[config.mk]
export PLATFORM = sky130hd
export DESIGN_NAME = spi_master_interface
export DESIGN_NICKNAME = d
export VERILOG_FILES = /design/src/rtl/spi_master_interface.sv
export SDC_FILE = /design/constraint.sdc
export NUM_CORES = 1
export LEC_CHECK = 0
export ABC_CLOCK_PERIOD_IN_PS = 4000
export BUFFER_PORTS_ARGS = -buffer_cell sky130_fd_sc_hd__buf_2
export CORE_MARGIN = 4
export CORE_UTILIZATION = 56
export CTS_CLUSTER_DIAMETER = 120
export CTS_CLUSTER_SIZE = 28
export DETAILED_ROUTE_END_ITERATION = 6
export GPL_ROUTABILITY_DRIVEN = 0
export PLACE_DENSITY = 0.79
export SLEW_MARGIN = 30
export SYNTH_ARGS = -nofsm -noshare
export SYNTH_HDL_FRONTEND = slang
export SYNTH_SLANG_ARGS = --single-unit
[constraint.sdc]
create_clock -name clk -period 4 [get_ports clk]
set_input_delay 0.4 -clock clk [delete_from_list [all_inputs] [get_ports clk]]
set_output_delay 0.4 -clock clk [all_outputs]
set_load 0.02 [all_outputs]
[src/rtl/spi_master_interface.sv]
// SPI master for the SPI RAM slave: one host command per 10-bit frame,
// with an 8-bit MISO reply captured for read-data commands.
module spi_master_interface #(
   parameter int LEAD_CYCLES     = 2,
   parameter int HOLD_CYCLES     = 2,
   parameter int TURNAROUND      = 2,
   parameter int DESELECT_CYCLES = 1
) (
   input  logic       clk,
   input  logic       rst_n,
   input  logic       cmd_valid,
   output logic       cmd_ready,
   input  logic [1:0] cmd_type,
   input  logic [7:0] cmd_data,
   output logic       rd_valid,
   output logic [7:0] rd_data,
   output logic       busy,
   output logic       MOSI,
   input  logic       MISO,
   output logic       SS_n
);

   typedef enum logic [2:0] {
      IDLE, LEAD, SHIFT, HOLD, TURN, RECV, DESEL
   } state_t;

   localparam logic [3:0] LEAD_LD  = 4'(LEAD_CYCLES - 1);
   localparam logic [3:0] HOLD_LD  = 4'(HOLD_CYCLES - 1);
   localparam logic [3:0] TURN_LD  = 4'(TURNAROUND - 1);
   localparam logic [3:0] DESEL_LD = 4'(DESELECT_CYCLES - 1);

   state_t     state_q, state_d;
   logic [3:0] cnt_q, cnt_d;
   logic [9:0] sh_q, sh_d;
   logic [7:0] rx_q, rx_d;
   logic [7:0] rd_data_q, rd_data_d;
   logic       rd_valid_q, rd_valid_d;
   logic       mosi_q, mosi_d;
   logic       ss_n_q, ss_n_d;
   logic       is_rd_q, is_rd_d;

   always_comb begin
      state_d    = state_q;
      cnt_d      = cnt_q;
      sh_d       = sh_q;
      rx_d       = rx_q;
      rd_data_d  = rd_data_q;
      rd_valid_d = 1'b0;
      mosi_d     = 1'b0;
      ss_n_d     = ss_n_q;
      is_rd_d    = is_rd_q;
      unique case (state_q)
         IDLE: begin
            if (cmd_valid) begin
               sh_d    = {cmd_type, cmd_data};
               is_rd_d = (cmd_type == 2'b11);
               ss_n_d  = 1'b0;
               cnt_d   = LEAD_LD;
               state_d = LEAD;
            end
         end
         LEAD: begin
            if (cnt_q == 4'd0) begin
               mosi_d  = sh_q[9];
               sh_d    = {sh_q[8:0], 1'b0};
               cnt_d   = 4'd9;
               state_d = SHIFT;
            end else begin
               cnt_d = cnt_q - 4'd1;
            end
         end
         SHIFT: begin
            if (cnt_q == 4'd0) begin
               if (!is_rd_q) begin
                  cnt_d   = HOLD_LD;
                  state_d = HOLD;
               end else if (TURNAROUND == 0) begin
                  cnt_d   = 4'd7;
                  state_d = RECV;
               end else begin
                  cnt_d   = TURN_LD;
                  state_d = TURN;
               end
            end else begin
               mosi_d = sh_q[9];
               sh_d   = {sh_q[8:0], 1'b0};
               cnt_d  = cnt_q - 4'd1;
            end
         end
         HOLD: begin
            if (cnt_q == 4'd0) begin
               ss_n_d  = 1'b1;
               cnt_d   = DESEL_LD;
               state_d = DESEL;
            end else begin
               cnt_d = cnt_q - 4'd1;
            end
         end
         TURN: begin
            if (cnt_q == 4'd0) begin
               cnt_d   = 4'd7;
               state_d = RECV;
            end else begin
               cnt_d = cnt_q - 4'd1;
            end
         end
         RECV: begin
            // rd_data only moves once the whole byte is in
            rx_d = {rx_q[6:0], MISO};
            if (cnt_q == 4'd0) begin
               rd_data_d  = rx_d;
               rd_valid_d = 1'b1;
               ss_n_d     = 1'b1;
               cnt_d      = DESEL_LD;
               state_d    = DESEL;
            end else begin
               cnt_d = cnt_q - 4'd1;
            end
         end
         DESEL: begin
            if (cnt_q == 4'd0) begin
               state_d = IDLE;
            end else begin
               cnt_d = cnt_q - 4'd1;
            end
         end
         default: state_d = IDLE;
      endcase
   end

   always_ff @(posedge clk or negedge rst_n) begin
      if (!rst_n) begin
         state_q    <= IDLE;
         cnt_q      <= 4'd0;
         sh_q       <= 10'd0;
         rx_q       <= 8'd0;
         rd_data_q  <= 8'd0;
         rd_valid_q <= 1'b0;
         mosi_q     <= 1'b0;
         ss_n_q     <= 1'b1;
         is_rd_q    <= 1'b0;
      end else begin
         state_q    <= state_d;
         cnt_q      <= cnt_d;
         sh_q       <= sh_d;
         rx_q       <= rx_d;
         rd_data_q  <= rd_data_d;
         rd_valid_q <= rd_valid_d;
         mosi_q     <= mosi_d;
         ss_n_q     <= ss_n_d;
         is_rd_q    <= is_rd_d;
      end
   end

   assign cmd_ready = (state_q == IDLE);
   assign busy      = ~cmd_ready;
   assign rd_valid  = rd_valid_q;
   assign rd_data   = rd_data_q;
   assign MOSI      = mosi_q;
   assign SS_n      = ss_n_q;

endmodule

Word-level counts from Yosys, hierarchy flattened

Index checks and enable logic that the tools add are counted.

Register bits after elaboration: 36
Output and inout bits: 13
Word-level logic and storage cells: 65

Add/sub/neg operators: 1
Equality and inequality tests: 15
Multiplexer cells: 27
Bitwise logic cells: 1
Reductions and logical operators: 12

Operator list:

| cell                                                                     | number |
|---|---|
| 10-bit 2-to-1 mux                                                        | 3 |
| 10-bit case mux with 3 select lines                                      | 1 |
| 4-bit 2-to-1 mux                                                         | 6 |
| 4-bit case mux with 6 select lines                                       | 1 |
| 3-bit 2-to-1 mux                                                         | 7 |
| 3-bit case mux with 6 select lines                                       | 1 |
| 2-bit inequality test (second input constant)                            | 7 |
| 3-bit == test (second input constant)                                    | 3 |
| 3-bit by 2-bit == test with 1-bit output (second input constant)         | 2 |
| 1-bit 2-to-1 mux                                                         | 6 |
| 3-bit AND reduction                                                      | 2 |
| 6-bit AND reduction                                                      | 1 |
| 6-bit nonzero test                                                       | 1 |
| 4-bit zero test                                                          | 1 |
| 1-bit case mux with 2 select lines                                       | 2 |
| 2-bit AND reduction                                                      | 2 |
| 4-bit AND reduction                                                      | 1 |
| 4-bit by 1-bit subtractor with 4-bit output (second input constant)      | 1 |
| 3-bit by 1-bit == test with 1-bit output (second input constant)         | 1 |
| 3-bit zero test                                                          | 1 |
| 3-bit nonzero test                                                       | 1 |
| 2-bit == test (second input constant)                                    | 1 |
| 2-bit by 1-bit inequality test with 1-bit output (second input constant) | 1 |
| 2-bit nonzero test                                                       | 1 |
| other kinds (2)                                                          | 2 |

Longest topological paths before layout

Depth after elaboration: 4
Depth in mapped cells: 7
Gate-level depth less buffers: 6

Worst setup path after synthesis

No wires, ideal clock.

Path type: register to register
From: reg state_q[2]
To: reg cnt_q[2]
Library setup time: 118 ps
Data arrival time: 1923 ps
Required time: 3882 ps
Setup slack: 1959 ps
Cell stages (with the launch flop): 7
Buffers on the path: 1
Cells stage by stage: dfrtp_1 buf_2 nor3_1 inv_1 o211ai_1 o21ai_0 a21o_1

RTL lines:

| element                                                               | line | source |
|---|---|---|
| start: declaration                                                    | 32   | `state_t state_q, state_d;` |
| start signal: assignment                                              | 143  | `state_q <= state_d;` |
| 3-bit zero test *                                                     | --   |  |
| via cmd_ready                                                         | 12   | `output logic cmd_ready,` |
| 6-bit nonzero test (no line) or 2-bit inequality test (tied branches) | --   |  |
| 3-bit AND reduction (no line)                                         | --   |  |
| end signal: assignment                                                | 144  | `cnt_q <= cnt_d;` |
| end: declaration                                                      | 33   | `logic [3:0] cnt_q, cnt_d;` |

The timed path passes the listed nets; every way through them passes the cells marked *.
A chain may end at the register's enable or synchronous reset.

Final worst setup path

From: reg state_q[2]
To: out busy

Word-level cells in the longest chain between the ends: 2

Ends and longest elaborated chain:

| element          | line | source |
|---|---|---|
| 3-bit zero test  | 155  | `assign cmd_ready = (state_q == IDLE);` |
| 1-bit NOT        | 156  | `assign busy = ~cmd_ready;` |
| end: declaration | 17   | `output logic busy,` |

Every way passes these cells.

==> results.toml <==
[route]
top_layer = "met4"
dr.pass1.iters = 4
wl_met3_um = 152
routed_wl_um = 3060
drc = 0
met2_wirelength_um = 1530
routed_via_density = 5.48
met1_length_um = 1330
drt_iter0_drc = 139
routedWlPerCell_um = 13.6
vias = 1239
ant_nets = 0

[global_route]
antenna_found_initial = 0
grt_max_degree = 37
grt_usage_pct = 17.0
grt-ovfl-total = 0
first_global_vias = 1217
grt_pass1_wl_um = 5400

[setup_path]
worst_path_max_delay_cell = "dfrtp_1"
crit_required_ps = 3600
reg2reg_from = "cnt_q[0]"
path_cells = "nor3_1 > inv_1 > buf_2"
crit_start = "state_q[2]"
endpoint_kind = "output pin"
critical_path.max_stage_delay_ps = 630
r2r_slack_ps = 1960
start_kind = "flop"
worstPathMaxFanout = 20
cp.arrival_ps = 1690
crit_type = "reg2out"

[clock_network]
cts_sinks = 36
clock_latency_ps = 340
clk_pin_slew_ps = 120
cts_buffer_depth = 2
post_cts_resized = 0
cts_tree = "yes"
cts_buffers = 5
hold_buffers = 0
cts_root_buf = "clkbuf_4"
cts_max_level = 2
post_cts_buffers = 0

[power]
power.leakage_nw = 0.946
ir_worst_vdd_uv = 414
cellPowerDensity_nw_per_um2 = 797
total_power_w = 0.00159

[logic_synthesis]
synth_edf_count = 0
yosysMostFrequentCell = "dfrtp_1"
syn-cell-area_um2 = 1770
synthTopCellsByArea = "dfrtp_1 49%, mux2_2 22%, a21oi_1 2.5%"
async_reset_ff_share_pct = 100
synth.distinct_cells = 33
synth_ff_type = "dfrtp_1"
yosysTopAreaCell = "dfrtp_1"
syn-num-nets = 170
netlist_instances = 154
avgSynthCellArea_um2 = 11.5
synth_warnings = 0
yosys.area.top_type_share_pct = 49.4
yosys-top-cells-count = "35 x dfrtp_1, 34 x mux2_2, 9 x a21oi_1, 9 x nand2_1, 8 x inv_1"
synth_seq_cells = 36
seq_area_frac_synth_pct = 50.9

[sta]
setup_viol = 0
hold_viol_final = 0
period_share_pct = 52.2
period_needed_ps = 2090
rsz0062_at_grt = "no"
max_slew_margin_pct = 47.3
worst_slew_pin_slew_ps = 790
tns_ps = 0
slew_violations = 0
max_freq_mhz = 479
fin_skew_ps = 23.1

[floorplan]
die-area_um2 = 4130
die_h_um = 64.2
core_area_um2 = 3030
die_w_um = 64.2
initial_core_util_pct = 58.5
io-pin-count = 27
rows = 20

[worst_hold_path]
hold_class = "in2async"

[run_status]
outcome = "finished, final reports clean"

[cells_and_area]
drive_gt1_share_pct = 40.1
antenna_cells = 0
postLayoutCoreUtil_pct = 65.7
nets = 197
synthToLayoutAreaGrowth_pct = 12.3
fillerInstances = 238

[place]
port_buffers = 26
dp_hpwl_um = 2220

[flow_run]
maxCapViolCount = 0
==> metal layers <==
| layer | GRT usage, % | vias up |
|---|---|---|
| met1 | 21.6 | 603 |
| met3 | 4.92 | 4 |
| met4 | 7.65 | 0 |
| li1 | - | 602 |
| met5 | 0 | - |
| met2 | 26.9 | 30 |
==> through the flow <==
step / cell area, µm² / std cells / hold WS [ps] / setup slack [ps]
2_1_floorplan: 1770 / 154 / 104 / 1960
3_5_place_dp: 1940 / 218 / 490 / 1950
3_3_place_gp: 1940 / 218 / 482 / 2030
6_report: 1990 / 226 / 121 / 1910
5_1_grt: 1990 / 226 / 181 / 1760
4_1_cts: 1990 / 226 / 147 / 1890
==> cell type report <==
class	count	area [µm²]	area share, %
Sequential cell	36	902	45.3
Clock inverter	1	8.76	0.440
Clock buffer	7	45.0	2.26
Tap cell	44	55.1	2.77
Multi-Input combinational cell	103	811	40.8
Timing Repair Buffer	27	138	6.92
Inverter	8	30.0	1.51
==> critical path: cells and delay by family, from the launching register on <==
family,cells,cell delay (ps)
buffers and inverters,2,350
DFF,1,630
and+or+nand+nor,1,390
==> cell usage in the layout (no fill, tap or decap), types with 5 or more instances in the layout <==
master,Yosys,routed
dfrtp_1,35,35
mux2_2,34,34
buf_2,2,26
a21oi_1,9,9
nand2_1,9,9
inv_1,8,8
o21ai_0,7,7
nor2_1,6,6
clkbuf_4,0,5
==> logic make-up after synthesis <==
family,after synthesis,synth area share (%)
xor+xnor,2,0.989
mux,34,21.6
fa+ha+maj,2,1.41
compound gates,30,11.1
buf+inv,15,3.32
flops,36,50.9
simple gates,35,10.7
==> final timing paths <==
path                       depth (start not counted)         end
min in group clk                                   2     rx_q[0]
min reg2reg                                        2        SS_n
max reg2reg                                        6     sh_q[7]
max in group asynchronous                          1  state_q[0]
max                                                3        busy
min                                                1    rd_valid
==> sequential cells by signal (all words and copies together), names as in the netlist, 3 cells and up <==
register / cells
sh_q: 10
rd_data: 8
rx_q: 7
cnt_q: 4
state_q: 3
==> report_power, final <==
| group | total (W) | leakage, nW | switching, W | internal, W |
|---|---|---|---|---|
| sequential | 0.000659 | 0.456 | 0.000145 | 0.000514 |
| combinational | 0.000740 | 0.461 | 0.000343 | 0.000397 |
| clock | 0.000187 | 0.0295 | 0.000117 | 0.0000706 |
| total | 0.00159 | 0.946 | 0.000605 | 0.000981 |
(Power assumes the default switching activity.)
